File: src/rtl/mips_mc_pkg.sv
// Shared encodings for the multicycle MIPS control unit: states, opcodes,
// funct codes, ALU operations and datapath mux selects.
package mips_mc_pkg;

  typedef enum logic [3:0] {
    S_IDLE   = 4'd0,
    S_FETCH  = 4'd1,
    S_DECODE = 4'd2,
    S_MEMADR = 4'd3,
    S_MEMRD  = 4'd4,
    S_MEMWB  = 4'd5,
    S_MEMWR  = 4'd6,
    S_EXEC   = 4'd7,
    S_ALUWB  = 4'd8,
    S_BRANCH = 4'd9,
    S_JUMP   = 4'd10,
    S_IEXEC  = 4'd11,
    S_IWB    = 4'd12
  } state_t;

  localparam logic [5:0] OP_RTYPE = 6'h00;
  localparam logic [5:0] OP_J     = 6'h02;
  localparam logic [5:0] OP_BEQ   = 6'h04;
  localparam logic [5:0] OP_ADDIU = 6'h09;
  localparam logic [5:0] OP_ORI   = 6'h0D;
  localparam logic [5:0] OP_LUI   = 6'h0F;
  localparam logic [5:0] OP_LW    = 6'h23;
  localparam logic [5:0] OP_SW    = 6'h2B;

  localparam logic [5:0] FN_ADDU = 6'h21;
  localparam logic [5:0] FN_SUBU = 6'h23;
  localparam logic [5:0] FN_AND  = 6'h24;
  localparam logic [5:0] FN_OR   = 6'h25;
  localparam logic [5:0] FN_SLT  = 6'h2A;

  localparam logic [2:0] ALU_ADD = 3'd0;
  localparam logic [2:0] ALU_SUB = 3'd1;
  localparam logic [2:0] ALU_AND = 3'd2;
  localparam logic [2:0] ALU_OR  = 3'd3;
  localparam logic [2:0] ALU_SLT = 3'd4;
  localparam logic [2:0] ALU_LUI = 3'd5;

  localparam logic [1:0] SRCB_B      = 2'd0;
  localparam logic [1:0] SRCB_FOUR   = 2'd1;
  localparam logic [1:0] SRCB_IMM    = 2'd2;
  localparam logic [1:0] SRCB_IMM_SH = 2'd3;

  localparam logic [1:0] PCSRC_ALU    = 2'd0;
  localparam logic [1:0] PCSRC_ALUOUT = 2'd1;
  localparam logic [1:0] PCSRC_JUMP   = 2'd2;

endpackage

File: src/rtl/mips_alu_dec.sv
// Combinational ALU operation / immediate-extension decode from state, latched
// opcode and funct; flags unsupported funct codes while in EXEC.
module mips_alu_dec
  import mips_mc_pkg::*;
(
  input  state_t     i_state,
  input  logic [5:0] i_opcode,
  input  logic [5:0] i_funct,
  output logic [2:0] o_alu_ctrl,
  output logic       o_ext_op,
  output logic       o_funct_ill
);

  always_comb begin
    o_alu_ctrl  = ALU_ADD;
    o_ext_op    = 1'b0;
    o_funct_ill = 1'b0;
    case (i_state)
      S_DECODE, S_MEMADR: o_ext_op = 1'b1;
      S_BRANCH:           o_alu_ctrl = ALU_SUB;
      S_EXEC: begin
        case (i_funct)
          FN_ADDU: o_alu_ctrl = ALU_ADD;
          FN_SUBU: o_alu_ctrl = ALU_SUB;
          FN_AND:  o_alu_ctrl = ALU_AND;
          FN_OR:   o_alu_ctrl = ALU_OR;
          FN_SLT:  o_alu_ctrl = ALU_SLT;
          default: o_funct_ill = 1'b1;
        endcase
      end
      S_IEXEC: begin
        case (i_opcode)
          OP_ADDIU: o_ext_op   = 1'b1;
          OP_ORI:   o_alu_ctrl = ALU_OR;
          OP_LUI:   o_alu_ctrl = ALU_LUI;
          default:  o_alu_ctrl = ALU_ADD;
        endcase
      end
      default: o_alu_ctrl = ALU_ADD;
    endcase
  end

endmodule

File: src/rtl/mips_mc_ctrl.sv
// Moore FSM sequencing the shared multicycle datapath, 3-5 cycles/instruction.
// MC_STEP_EN adds a step input: one instruction per step, idling in between.
module mips_mc_ctrl
  import mips_mc_pkg::*;
(
  input  logic       clk,
  input  logic       PcReSet,
  input  logic [5:0] opcode,
  input  logic [5:0] funct,
  input  logic       zero,
`ifdef MC_STEP_EN
  input  logic       step,
`endif
  output logic       PcEn,
  output logic       IorD,
  output logic       MemRd,
  output logic       MemWr,
  output logic       IRWr,
  output logic       RegWr,
  output logic       RegDst,
  output logic       MemtoReg,
  output logic       ALUSrcA,
  output logic [1:0] ALUSrcB,
  output logic       ExtOp,
  output logic [2:0] ALUCtrl,
  output logic [1:0] PcSrc,
  output logic [3:0] state,
  output logic       instr_done,
  output logic       illegal
);

`ifdef MC_STEP_EN
  localparam state_t L_DONE = S_IDLE;
`else
  localparam state_t L_DONE = S_FETCH;
`endif

  state_t     r_state;
  state_t     w_next;
  logic [5:0] r_opcode;
  logic       w_pcwr;
  logic       w_pcwrcond;
  logic       w_funct_ill;

  always_ff @(posedge clk or negedge PcReSet) begin
    if (!PcReSet) begin
      r_state  <= S_IDLE;
      r_opcode <= 6'd0;
    end else begin
      r_state <= w_next;
      if (r_state == S_DECODE) r_opcode <= opcode;
    end
  end

  mips_alu_dec u_alu_dec (
    .i_state     (r_state),
    .i_opcode    (r_opcode),
    .i_funct     (funct),
    .o_alu_ctrl  (ALUCtrl),
    .o_ext_op    (ExtOp),
    .o_funct_ill (w_funct_ill)
  );

  always_comb begin
    w_next     = S_IDLE;
    w_pcwr     = 1'b0;
    w_pcwrcond = 1'b0;
    IorD       = 1'b0;
    MemRd      = 1'b0;
    MemWr      = 1'b0;
    IRWr       = 1'b0;
    RegWr      = 1'b0;
    RegDst     = 1'b0;
    MemtoReg   = 1'b0;
    ALUSrcA    = 1'b0;
    ALUSrcB    = SRCB_B;
    PcSrc      = PCSRC_ALU;
    instr_done = 1'b0;
    illegal    = 1'b0;
    case (r_state)
`ifdef MC_STEP_EN
      S_IDLE:   w_next = step ? S_FETCH : S_IDLE;
`else
      S_IDLE:   w_next = S_FETCH;
`endif
      S_FETCH: begin
        MemRd   = 1'b1;
        IRWr    = 1'b1;
        w_pcwr  = 1'b1;
        ALUSrcB = SRCB_FOUR;
        w_next  = S_DECODE;
      end
      // Live opcode is only trusted here; later states use r_opcode.
      S_DECODE: begin
        ALUSrcB = SRCB_IMM_SH;
        case (opcode)
          OP_LW, OP_SW:            w_next = S_MEMADR;
          OP_RTYPE:                w_next = S_EXEC;
          OP_BEQ:                  w_next = S_BRANCH;
          OP_J:                    w_next = S_JUMP;
          OP_ADDIU, OP_ORI, OP_LUI: w_next = S_IEXEC;
          default: begin
            illegal    = 1'b1;
            instr_done = 1'b1;
            w_next     = L_DONE;
          end
        endcase
      end
      S_MEMADR: begin
        ALUSrcA = 1'b1;
        ALUSrcB = SRCB_IMM;
        w_next  = (r_opcode == OP_LW) ? S_MEMRD : S_MEMWR;
      end
      S_MEMRD: begin
        MemRd  = 1'b1;
        IorD   = 1'b1;
        w_next = S_MEMWB;
      end
      S_MEMWB: begin
        RegWr      = 1'b1;
        MemtoReg   = 1'b1;
        instr_done = 1'b1;
        w_next     = L_DONE;
      end
      S_MEMWR: begin
        MemWr      = 1'b1;
        IorD       = 1'b1;
        instr_done = 1'b1;
        w_next     = L_DONE;
      end
      S_EXEC: begin
        ALUSrcA = 1'b1;
        if (w_funct_ill) begin
          illegal    = 1'b1;
          instr_done = 1'b1;
          w_next     = L_DONE;
        end else begin
          w_next = S_ALUWB;
        end
      end
      S_ALUWB: begin
        RegWr      = 1'b1;
        RegDst     = 1'b1;
        instr_done = 1'b1;
        w_next     = L_DONE;
      end
      S_BRANCH: begin
        ALUSrcA    = 1'b1;
        w_pcwrcond = 1'b1;
        PcSrc      = PCSRC_ALUOUT;
        instr_done = 1'b1;
        w_next     = L_DONE;
      end
      S_JUMP: begin
        w_pcwr     = 1'b1;
        PcSrc      = PCSRC_JUMP;
        instr_done = 1'b1;
        w_next     = L_DONE;
      end
      S_IEXEC: begin
        ALUSrcA = 1'b1;
        ALUSrcB = SRCB_IMM;
        w_next  = S_IWB;
      end
      S_IWB: begin
        RegWr      = 1'b1;
        instr_done = 1'b1;
        w_next     = L_DONE;
      end
      default: w_next = S_IDLE;
    endcase
  end

  assign PcEn  = w_pcwr | (w_pcwrcond & zero);
  assign state = r_state;

endmodule

File: config.mk
export PLATFORM = sky130hd
export DESIGN_NAME = mips_mc_ctrl
export DESIGN_NICKNAME = d
export VERILOG_FILES = /design/src/rtl/mips_mc_pkg.sv /design/src/rtl/mips_alu_dec.sv /design/src/rtl/mips_mc_ctrl.sv
export SDC_FILE = /design/constraint.sdc
export NUM_CORES = 1
export LEC_CHECK = 0
export BUFFER_PORTS_ARGS = -buffer_cell sky130_fd_sc_hd__buf_2
export CORE_MARGIN = 2
export CORE_UTILIZATION = 47
export CTS_CLUSTER_DIAMETER = 80
export CTS_CLUSTER_SIZE = 8
export DETAILED_ROUTE_END_ITERATION = 12
export PLACE_DENSITY = 0.79
export SLEW_MARGIN = 5
export SYNTH_ARGS = -nofsm -noshare
export SYNTH_HDL_FRONTEND = slang
export SYNTH_HIERARCHICAL = 1
export SYNTH_SLANG_ARGS = --single-unit
File: constraint.sdc
create_clock -name clk -period 2 [get_ports clk]
set_input_delay 0.1 -clock clk [delete_from_list [all_inputs] [get_ports clk]]
set_output_delay 0.1 -clock clk [all_outputs]
set_load 0.02 [all_outputs]
* Yosys cells after proc, flatten, opt, wreduce, memory -nomap -nowiden *
Cells that the tools add are included.

cells by class
  equality and inequality tests = 28
  mux-type cells = 27
  bitwise logic cells = 2
  reduce and logical (&&, ||, !) cells = 15

operators with widths
  cell                                            count
  == test 6 bit (second input constant)           8
  == test 6 x 4 -> 1 bit (second input constant)  6
  case mux 4 bit (7 select lines)                 1
  == test 4 bit (second input constant)           5
  case mux 4 bit (5 select lines)                 1
  == test 4 x 3 -> 1 bit (second input constant)  4
  two-way mux 1 bit                               15
  case mux 3 bit (4 select lines)                 1
  OR reduction 2 bit                              6
  case mux 3 bit (3 select lines)                 1
  == test 4 x 2 -> 1 bit (second input constant)  2
  OR reduction 8 bit                              1
  OR reduction 7 bit                              1
  == test 6 x 2 -> 1 bit (second input constant)  1
  == test 6 x 3 -> 1 bit (second input constant)  1
  zero test 6 bit                                 1
  case mux 2 bit (3 select lines)                 1
  case mux 3 bit (2 select lines)                 1
  OR reduction 3 bit                              2
  OR reduction 6 bit                              1
  OR reduction 5 bit                              1
  == test 4 x 1 -> 1 bit (second input constant)  1
  zero test 4 bit                                 1
  two-way mux 4 bit                               1
  7 further kinds                                 8

word-level totals
  bits in registers = 10
  input bits = 15
  output and inout bits = 23
  word-level logic and storage cells = 74

* Logic depth before layout (Yosys ltp) *
  word-level depth = 6
  depth in mapped cells = 7
  depth with buffers taken out = 7

* By module *
Netlist, hierarchy kept.

by module, submodules not included
  module        instances  cells an instance  area an instance (µm²)  sequential area each (µm²)
  mips_mc_ctrl  1          89                 744.5                   250.2
  mips_alu_dec  1          25                 161.4                   0.0

* Worst setup path after synthesis *
Ideal clock, no wire load.

  kind = reg-to-output
  start point = register r_state[0], in the netlist state[0]
  end point = output ALUSrcB[0]
  arrival = 1.721 ns
  data required time = 1.900 ns
  setup slack = 0.179 ns
  stages on the path, launching flop included = 5
  path buffers = 1
  path through = dfrtp_1 > clkbuf_1 > nand2b_1 > nor3_1 > or2_2

on the way
  longest elaborated chain between the ends = 3
  elaborated cells between the ends (all ways) = 6
  those cells by class = eq/ne: 4; mux: 1; reduce/logical: 1

ends and longest elaborated chain
  what                                                            line                source
  from (decl)                                                     mips_mc_ctrl.sv:38  state_t r_state;
  from (signal assigned)                                          mips_mc_ctrl.sv:50  r_state <= w_next;
  == test 4 x 2 -> 1 bit / == test 4 bit (equally long branches)  mips_mc_ctrl.sv:80  case (r_state)
  OR reduction 2 bit (no source line)                             n/a
  case mux 2 bit (3 select lines) (*)                             mips_mc_ctrl.sv:80
  to (decl)                                                       mips_mc_ctrl.sv:23  output logic [1:0] ALUSrcB,

Every way passes the cells marked *; elsewhere a longest branch is shown, timed or not.

* Worst setup path in the final report *
  start point = register r_state[0], in the netlist state[0]
  end point = output instr_done

on the way
  longest elaborated chain between the ends = 4
  elaborated cells between the ends (all ways) = 12
  those cells by class = eq/ne: 8; mux: 3; reduce/logical: 1

ends and longest elaborated chain
  what                                 line                                    source
  == test 4 x 3 -> 1 bit               mips_alu_dec.sv:18, mips_mc_ctrl.sv:80
  two-way mux 1 bit                    mips_alu_dec.sv:18                      case (i_state)
  two-way mux 1 bit                    mips_mc_ctrl.sv:133                     if (w_funct_ill) begin
  case mux 1 bit (3 select lines) (*)  mips_mc_ctrl.sv:80
  to (decl)                            mips_mc_ctrl.sv:28                      output logic instr_done,

Marks and branches as above.

==> impl_metrics.ini <==
[clock_tree]
cts_buffer_depth = 2
path_clk_slew_ps = 70
clock-sinks = 10
clock_latency_ps = 270
cts_made_buffers = 3
clockRootBuffer = clkbuf_4
htree_levels = 1
cts_tree = yes

[power]
p_sw_uw = 864.6
powerDensity_nw_per_um2 = 1450
power.internal_uw = 887.7
finalPower_uw = 1752
seq_power_share = 0.248
cellLeakagePower_uw = 0.0005653
swShare = 0.4934
p_clk_frac = 0.105
combPwrFrac = 0.647
max-vdd-ir-drop_v = 0.0007650

[drt]
wl_per_cell_um = 13.16
dr.pass1.iters = 4
drtIter0Drc = 29
routed_wl_mm = 2.409
postRouteAntennaNets = 0
drc_errors = 0
via_per_inst = 5.486
via_count = 1004

[synthesis]
synth_top_area_frac = 0.2762
synthTopCellsByArea = dfrtp_1, mux2_2, nand2b_1
yosys_warnings = 6
ys_ff_latch = 10
synth_nets = 129
yosysTopAreaCell = dfrtp_1
yosysSeqAreaShare = 0.2762
synth.cell_area_um2 = 905.9
netlist_instances = 114
async_flop_share = 1.000
synth-edff-count = 0
avgSynthCellArea_um2 = 7.946
ys.flop_type = dfrtp_1
yosysUniqueCellTypes = 38

[worst_setup_path]
path_buf_inv = 2
cp.depth = 6
worstPathCellList = buf_4, or2_2, nand3_1, o221ai_1, o21ai_1, buf_2
worstPathArrival_ps = 1810
crit-reg2reg-launch = state[0]
worst-setup-path-type = register to output pin
cp_slowest_cell = dfrtp_1
crit_family = flip-flops
worstSetupStartpointType = register
crit_required_ps = 1900
path_max_fanout = 8
critPathCaptureType = output pin
r2r_end = r_opcode[2]
ff2ff_path_depth = 4
worst_path_largest_cell_delay_ps = 460
reg2reg_setup_slack_ps = 350

[hold_path]
hold_class = input port to register
hp-start = opcode[4]
hold_path_depth = 2
holdPathEnd = r_opcode[4]

[floorplan]
start_util = 0.5135
ios = 38
die_y_um = 47.90
placementRows = 15
die_x_um = 47.90
core_um2 = 1764
die_area_um2 = 2294

[global_routing]
grt_pass1_vias = 811
grt_usage = 0.2191
grt-ovfl-total = 0
grt_first_pass_wirelength_mm = 3.512
grt_max_degree = 13
antenna_found_initial = 0

[layout]
nFillCells = 164
multi_input_area_um2 = 611.8
drive_gt1_frac = 0.4177
final_nets = 174
n_antenna_cell = 0
ff_latch_area_um2 = 251.5
instances_no_fill = 183
area_delta_synth_final_pct = 33.43

[timing]
skew_ps = 0.3022
period_minus_slack_ps = 1913
hold_viol_final = 0
tightest_slew_ps = 408.4
setup_viol = 0
setup_tns_ps = 0
slew_headroom = 0.7239
timing.fmax_ghz = 0.5226
maxSlewViolCount = 0
rsz0062_at_grt = false
fin_crit_sh = 0.9567

[placed_design]
port_buffers = 37
gp_congestion = 0.7804
hpwl_mm = 1.762
placed_cells = 176

[job]
maxCapViolCount = 0

[run_status]
status = complete, no violations
-- routing by layer --
| metal | track usage | up-vias | share of wire |
|---|---|---|---|
| li1 | - | 507 | - |
| met1 | 0.2923 | 444 | 0.45 |
| met2 | 0.3733 | 51 | 0.46 |
| met3 | 0.03396 | 2 | 0.074 |
| met4 | 0.04865 | 0 | 0.0087 |
| met5 | 0 | - | 0 |
-- cells in the final DEF, fill, tap and decap left out, drive strengths merged, types with 4 or more instances in the layout --
cell type / count
a21oi: 5
a31oi: 5
buf: 44
clkbuf: 4
dfrtp: 10
inv: 8
mux2: 6
nand2: 6
nand2b: 10
nand3: 5
nand4: 4
nor2: 15
nor3: 4
o21ai: 7
-- flip-flops by register name (all words and copies together) (netlist names) --
signal	flops
r_opcode	6
state	4
-- cell usage after synthesis, types with 2 or more instances --
master / number
nand2b_1: 10
o21ai_1: 3
a21oi_1: 5
dfrtp_1: 10
nor3_1: 3
o21ai_0: 4
clkbuf_1: 4
nand3_1: 5
or2_2: 2
nor2b_1: 2
nand2_1: 6
a31oi_1: 5
nor4b_1: 2
nor2_1: 15
inv_1: 7
nand4_1: 4
mux2_2: 6
-- cell families (layout without fill, tap and decap cells) --
logic type / count (synthesis) / after routing / share of synthesized area
and+or+nand+nor: 56 / 56 / 0.3522
AOI/OAI and AO/OA: 26 / 26 / 0.2044
buffers and inverters: 13 / 57 / 0.06215
DFF: 10 / 10 / 0.2762
muxes: 7 / 7 / 0.08563
xor gates and xnor gates: 2 / 2 / 0.01934
-- final cells by class --
type / instances / share of cell area
Timing Repair Buffer: 45 / 0.2050
Tap cell: 25 / 0.02588
Multi-Input combinational cell: 91 / 0.5062
Sequential cell: 10 / 0.2081
Inverter: 8 / 0.02484
Clock buffer: 4 / 0.03002
-- how the worst max path moves through the flow --
stage / to / slack, ps / start
after floorplan: ALUSrcB[0] / 180 / state[0]
after global placement: instr_done / 330 / state[1]
after detailed placement: instr_done / 270 / state[1]
after CTS: illegal / 10 / state[1]
after global routing: ALUCtrl[0] / 2 / state[2]
final: instr_done / 90 / state[0]
-- what timing repair did --
action,CTS,global route
endpoints found under the setup margin,1,5
pin swaps,0,1
hold buffers,1,0
gates resized for setup,1,2
hold endpoints to repair,10,0
setup buffers,0,2
-- power groups by stage --
stage,logic [µW],registers [µW],clock network [µW]
floorplan,746,432,0
global placement,1070,428,0
detailed placement,1090,431,0
CTS,1100,426,188
global route,1240,457,198
finish,1130,435,183
-- metrics by stage --
| stage | area, µm² | hold slack [ps] | utilization | setup slack, ps |
|---|---|---|---|---|
| 2_1_floorplan | 905.9 | -195.6 | - | 178.5 |
| 3_3_place_gp | 1134 | -34.88 | 0.6426 | 326.7 |
| 3_5_place_dp | 1134 | -32.98 | 0.6426 | 271.5 |
| 4_1_cts | 1186 | 123.1 | 0.6723 | 13.72 |
| 5_1_grt | 1209 | 133.0 | 0.6851 | 1.663 |
| 6_report | 1209 | 131.3 | 0.6851 | 86.53 |
Note: power is estimated with default switching activity, not from simulation.
